### src/rtl/capture_buffer_ctrl.sv
// Capture DEPTH ADC samples into a local buffer, then stream them oldest-first to the Arduino writer.
// Outputs are registered; each handshake waits indefinitely on adc_valid/tx_done. Optional CAPTURE_CHECKSUM_EN appends a wrapped-sum word.
module capture_buffer_ctrl #(
   parameter int SAMPLE_W = 12,
   parameter int DEPTH    = 100,
   parameter int CNT_W    = 7
) (
   input  logic                clk,
   input  logic                rst,
   input  logic                start,
   output logic                adc_req,
   input  logic                adc_valid,
   input  logic [SAMPLE_W-1:0] adc_data,
   output logic                tx_req,
   output logic [SAMPLE_W-1:0] tx_data,
   input  logic                tx_done,
   output logic                busy,
   output logic                done,
   output logic [CNT_W-1:0]    count
);

   localparam int AW = (DEPTH > 1) ? $clog2(DEPTH) : 1;
   localparam logic [CNT_W-1:0] LAST = CNT_W'(DEPTH);

   typedef enum logic [2:0] {IDLE, CAP, CAP_GAP, SEND, SEND_GAP, DONE} state_t;

   state_t              state;
   logic [CNT_W-1:0]    rd_ptr;
   logic [SAMPLE_W-1:0] mem [DEPTH];
`ifdef CAPTURE_CHECKSUM_EN
   logic [SAMPLE_W-1:0] csum;
   logic                csum_sent;
`endif

   // Buffer contents survive reset and restart; only the pointers are cleared.
   always_ff @(posedge clk) begin
      if (state == CAP && adc_valid)
         mem[count[AW-1:0]] <= adc_data;
   end

   always_ff @(posedge clk or negedge rst) begin
      if (!rst) begin
         state     <= IDLE;
         adc_req   <= 1'b0;
         tx_req    <= 1'b0;
         tx_data   <= '0;
         busy      <= 1'b0;
         done      <= 1'b0;
         count     <= '0;
         rd_ptr    <= '0;
`ifdef CAPTURE_CHECKSUM_EN
         csum      <= '0;
         csum_sent <= 1'b0;
`endif
      end else begin
         case (state)
            IDLE, DONE: begin
               if (start) begin
                  state     <= CAP;
                  adc_req   <= 1'b1;
                  busy      <= 1'b1;
                  done      <= 1'b0;
                  count     <= '0;
                  rd_ptr    <= '0;
`ifdef CAPTURE_CHECKSUM_EN
                  csum      <= '0;
                  csum_sent <= 1'b0;
`endif
               end
            end
            CAP: begin
               if (adc_valid) begin
                  count   <= count + CNT_W'(1);
                  adc_req <= 1'b0;
                  state   <= CAP_GAP;
`ifdef CAPTURE_CHECKSUM_EN
                  csum    <= csum + adc_data;
`endif
               end
            end
            CAP_GAP: begin
               if (count < LAST) begin
                  adc_req <= 1'b1;
                  state   <= CAP;
               end else begin
                  tx_data <= mem[rd_ptr[AW-1:0]];
                  tx_req  <= 1'b1;
                  state   <= SEND;
               end
            end
            SEND: begin
               if (tx_done) begin
                  tx_req <= 1'b0;
                  state  <= SEND_GAP;
                  // rd_ptr parks at DEPTH while the checksum word goes out
                  if (rd_ptr < LAST)
                     rd_ptr <= rd_ptr + CNT_W'(1);
               end
            end
            SEND_GAP: begin
`ifdef CAPTURE_CHECKSUM_EN
               if (rd_ptr < LAST) begin
                  tx_data <= mem[rd_ptr[AW-1:0]];
                  tx_req  <= 1'b1;
                  state   <= SEND;
               end else if (!csum_sent) begin
                  tx_data   <= csum;
                  tx_req    <= 1'b1;
                  csum_sent <= 1'b1;
                  state     <= SEND;
               end else begin
                  busy  <= 1'b0;
                  done  <= 1'b1;
                  state <= DONE;
               end
`else
               if (rd_ptr < LAST) begin
                  tx_data <= mem[rd_ptr[AW-1:0]];
                  tx_req  <= 1'b1;
                  state   <= SEND;
               end else begin
                  busy  <= 1'b0;
                  done  <= 1'b1;
                  state <= DONE;
               end
`endif
            end
            default: state <= IDLE;
         endcase
      end
   end

endmodule

### config.mk
export PLATFORM = sky130hd
export DESIGN_NAME = capture_buffer_ctrl
export DESIGN_NICKNAME = d
export VERILOG_FILES = /design/src/rtl/capture_buffer_ctrl.sv
export SDC_FILE = /design/constraint.sdc
export NUM_CORES = 1
export LEC_CHECK = 0
export BUFFER_PORTS_ARGS = -buffer_cell sky130_fd_sc_hd__buf_4
export CAP_MARGIN = 5
export CORE_AREA = 8 8 410 412
export CTS_BUF_LIST = sky130_fd_sc_hd__clkbuf_8
export CTS_CLUSTER_SIZE = 28
export DETAILED_ROUTE_END_ITERATION = 7
export DIE_AREA = 0 0 418 420
export GPL_TIMING_DRIVEN = 0
export PLACE_DENSITY = 0.47
export SETUP_SLACK_MARGIN = 0.1
export SYNTH_ARGS = -nofsm -noshare
export SYNTH_HDL_FRONTEND = slang
export SYNTH_SLANG_ARGS = --single-unit
### constraint.sdc
create_clock -name clk -period 2.3 [get_ports clk]
set_input_delay 0.115 -clock clk [delete_from_list [all_inputs] [get_ports clk]]
set_output_delay 0.115 -clock clk [all_outputs]
set_load 0.01 [all_outputs]
==> results.yml <==
yosys:
  yosys-top-cells-area: "edfxtp_1, mux4_2, mux2i_1, dfrtp_1, nor2_1"
  seq_area_frac_synth_pct: 76.4
  synthTopCellsByCount: "edfxtp_1, mux2i_1, mux4_2, nor2_1, nand2_1"
  syn-num-nets: 2405
  ys_types: 67
  synth_seq_cells: 1233
  yosysMostFrequentCell: "edfxtp_1"
  async_flop_share_pct: 2.68
  yosys_warnings: 0
  synth_edf_count: 1200
  avgSynthCellArea_um2: 20.2
  synth_top_area_share_pct: 74.7
  synth_ff_type: "edfxtp_1"
  yosysTopAreaCell: "edfxtp_1"
  synth_area_um2: 48200
  syn_inst: 2386
global_routing:
  first_global_vias: 27600
  met1_usage_pct: 23.4
  grt_max_degree: 101
  grt_overflow: 0
  grtUsageTotal_pct: 18.5
  antenna_found_initial: 4
  grtUsageMet2_pct: 30.9
  grt_pass1_wl_um: 224000
  grt_busiest_layer: "met2"
  use_met3_pct: 3.62
setup_path:
  worst_setup_path_end_kind: "flip-flop"
  r2r_start: "rd_ptr[0]"
  worstSetupPathType: "reg2reg"
  crit_fanout: 6
  critical_path_arrival_ps: 3590
  critPathLaunch: "rd_ptr[0]"
  crit_path_start_kind: "flip-flop"
  crit_required_ps: 3070
sta:
  post-route-min-period_ps: 2830
  tightestPinTransition_ps: 1370
  setup_violations: 368
  final_max_slew_viol_count: 0
  max_slew_margin_pct: 8.94
  worst_hold_slack_ps: 132
  max_freq_mhz: 354
  timing.final.ws_setup_ps: -526
  rsz0062_at_grt: "yes"
  fin_skew_ps: 36.3
  hold_viol: 0
  fin_crit_sh_pct: 123
floorplanning:
  start_util_pct: 29.8
  die_h_um: 420
  fp.dieW_um: 418
  dieArea_um2: 176000
  io_pins: 40
  std_cell_rows: 148
  coreArea_um2: 162000
min_path:
  holdCritPathClass: "in2reg"
  hold_start: "adc_valid"
run:
  maxCapViolations: 0
drt:
  wl_per_cell_um: 31.7
  firstDrtPassIters: 7
  vias: 27200
  vias_per_cell: 5.16
  wl_um: 167000
  ant_nets: 0
  drtIter0Drc: 2967
  drcViolationCount: 0
placement:
  pre_cts_ws_ps: -1970
  hpwl_um: 104000
  gp_congestion: 0.865
  io_buffers: 38
clock_tree:
  insertion_delay_ps: 910
  cts_buffers: 202
  cts_root_buf: "clkbuf_8"
  path_clk_slew_ps: 60
  htreeDepth: 4
  cts_tree: "done"
  clock_path_buffers: 3
  clkSinkCount: 1233
cells_and_area:
  syn_to_final_growth_pct: 27.9
  nets: 2947
  layout-drive-gt1-share_pct: 38.4
outcome:
  status: "finished, violations left"
  violations: "negative setup slack"
power:
  power.share.sequential_pct: 42.3
  power.share.clock_pct: 29.6
  ir_worst_vdd_v: 0.000518
  cellPowerDensity_nw_per_um2: 969
  intPower_mw: 41.1
  switching_power_mw: 18.7
  p_comb_share_pct: 28.1
  swShare_pct: 31.2
  leakagePower_nw: 19.3
-- power groups by stage --
stage / sequential [mW] / combinational, mW / clock (mW)
2_1_floorplan: 25.6 / 7.67 / 0
3_3_place_gp: 25.7 / 13.3 / 0
3_5_place_dp: 25.7 / 13.5 / 0
4_1_cts: 25.3 / 16.3 / 18.1
5_1_grt: 25.3 / 17.3 / 18.9
6_report: 25.3 / 16.8 / 17.7
-- layout by cell type, fill, tap and decap left out, types with 9 or more instances in the layout --
cell	count
clkbuf_2	14
clkinv_1	54
mux2i_2	9
o22ai_4	9
a21oi_2	21
mux2i_1	206
nand2_2	13
clkinv_2	14
o221ai_2	12
dlygate4sd3_1	17
o22ai_1	10
nor2_1	34
a22oi_1	46
o21ai_0	24
clkbuf_8	214
buf_6	119
nand2_1	44
nor2_4	102
edfxtp_1	1200
buf_16	19
buf_4	144
dfrtp_1	30
o221ai_1	19
inv_1	83
a21oi_1	22
buf_12	88
a31oi_1	12
o211ai_1	13
mux2_2	21
buf_8	30
clkbuf_16	14
mux4_2	204
a221oi_2	9
-- path summary, 6_finish.rpt --
| check | to | slack [ps] | cells past startpoint |
|---|---|---|---|
| worst max-delay path | tx_data[8] | -530 | 9 |
| worst min-delay path | count[0] | 130 | 4 |
| worst max register to register | tx_data[8] | -530 | 9 |
| worst min register to register | done | 540 | 2 |
| max in group asynchronous | count[5] | 1750 | 4 |
| min in group asynchronous | tx_data[10] | 240 | 4 |
-- routing by layer --
metal  vias to the layer above  part of all wire (%)
met4                         0                   4.4
met3                       307                   7.1
li1                      11100                     -
met2                      1264                    49
met5                         -                     0
met1                     14600                    40
-- metrics by stage --
stage | total power, mW | cell area [µm²] | TNS (ps) | cells | util (%)
6_report | 59.8 | 61700 | -19480 | 5276 | 38.1
5_1_grt | 61.5 | 61600 | -43100 | 5272 | 38.1
4_1_cts | 59.7 | 60500 | -29180 | 5217 | 37.4
3_5_place_dp | 39.2 | 51700 | -1621950 | 4630 | 32.0
3_3_place_gp | 39.0 | 51300 | -1788210 | 4599 | 31.7
2_1_floorplan | 33.3 | 48300 | -39850 | 2386 | -
-- sequential cells by signal, indices dropped and copies added, names as in the netlist --
signal   cells
done         1
tx_data     12
rd_ptr       7
mem       1200
busy         1
tx_req       1
adc_req      1
state        3
count        7
-- what timing repair did --
action	CTS	global route
cloned	11	8
pin swaps	104	42
endpoints found under the setup margin	1227	1133
hold buffers	18	0
hold endpoints to repair	740	0
setup buffers	188	51
gates resized for setup	612	169
-- worst max-delay path, stage by stage (launching register included) --
cell and delay, ps:
dfrtp_1 360, buf_6 170, buf_12 170, buf_16 140, buf_12 120, buf_12 130, mux4_2 490, mux4_2 550
o211ai_1 340, a41oi_1 170
-- kinds of logic (layout without fill, tap and decap cells) --
family                   Yosys count  after routing  synth area share, %
buffers and inverters            139            848                 1.88
other                              0              6                    0
XOR/XNOR                           8              8                0.145
multiplexers                     451            451                 15.0
flip-flops                      1233           1233                 76.4
adder cells (fa/ha/maj)            2              2               0.0519
AND/OR/NAND/NOR                  288            288                 2.64
AO/OA/AOI/OAI                    265            265                 3.85
-- final cells by class --
type                       instances  area [µm²]
multi-input combinational       1014       12400
clock buffer                     208        2860
clock inverter                   163         823
fill                           14500      100000
tap                             2175        2720
timing repair buffer             339        4140
sequential                      1233       36900
antenna                            6        15.0
inverter                           7        32.5
buffer                           131        1820
Note: power is estimated with default switching activity, not from simulation.
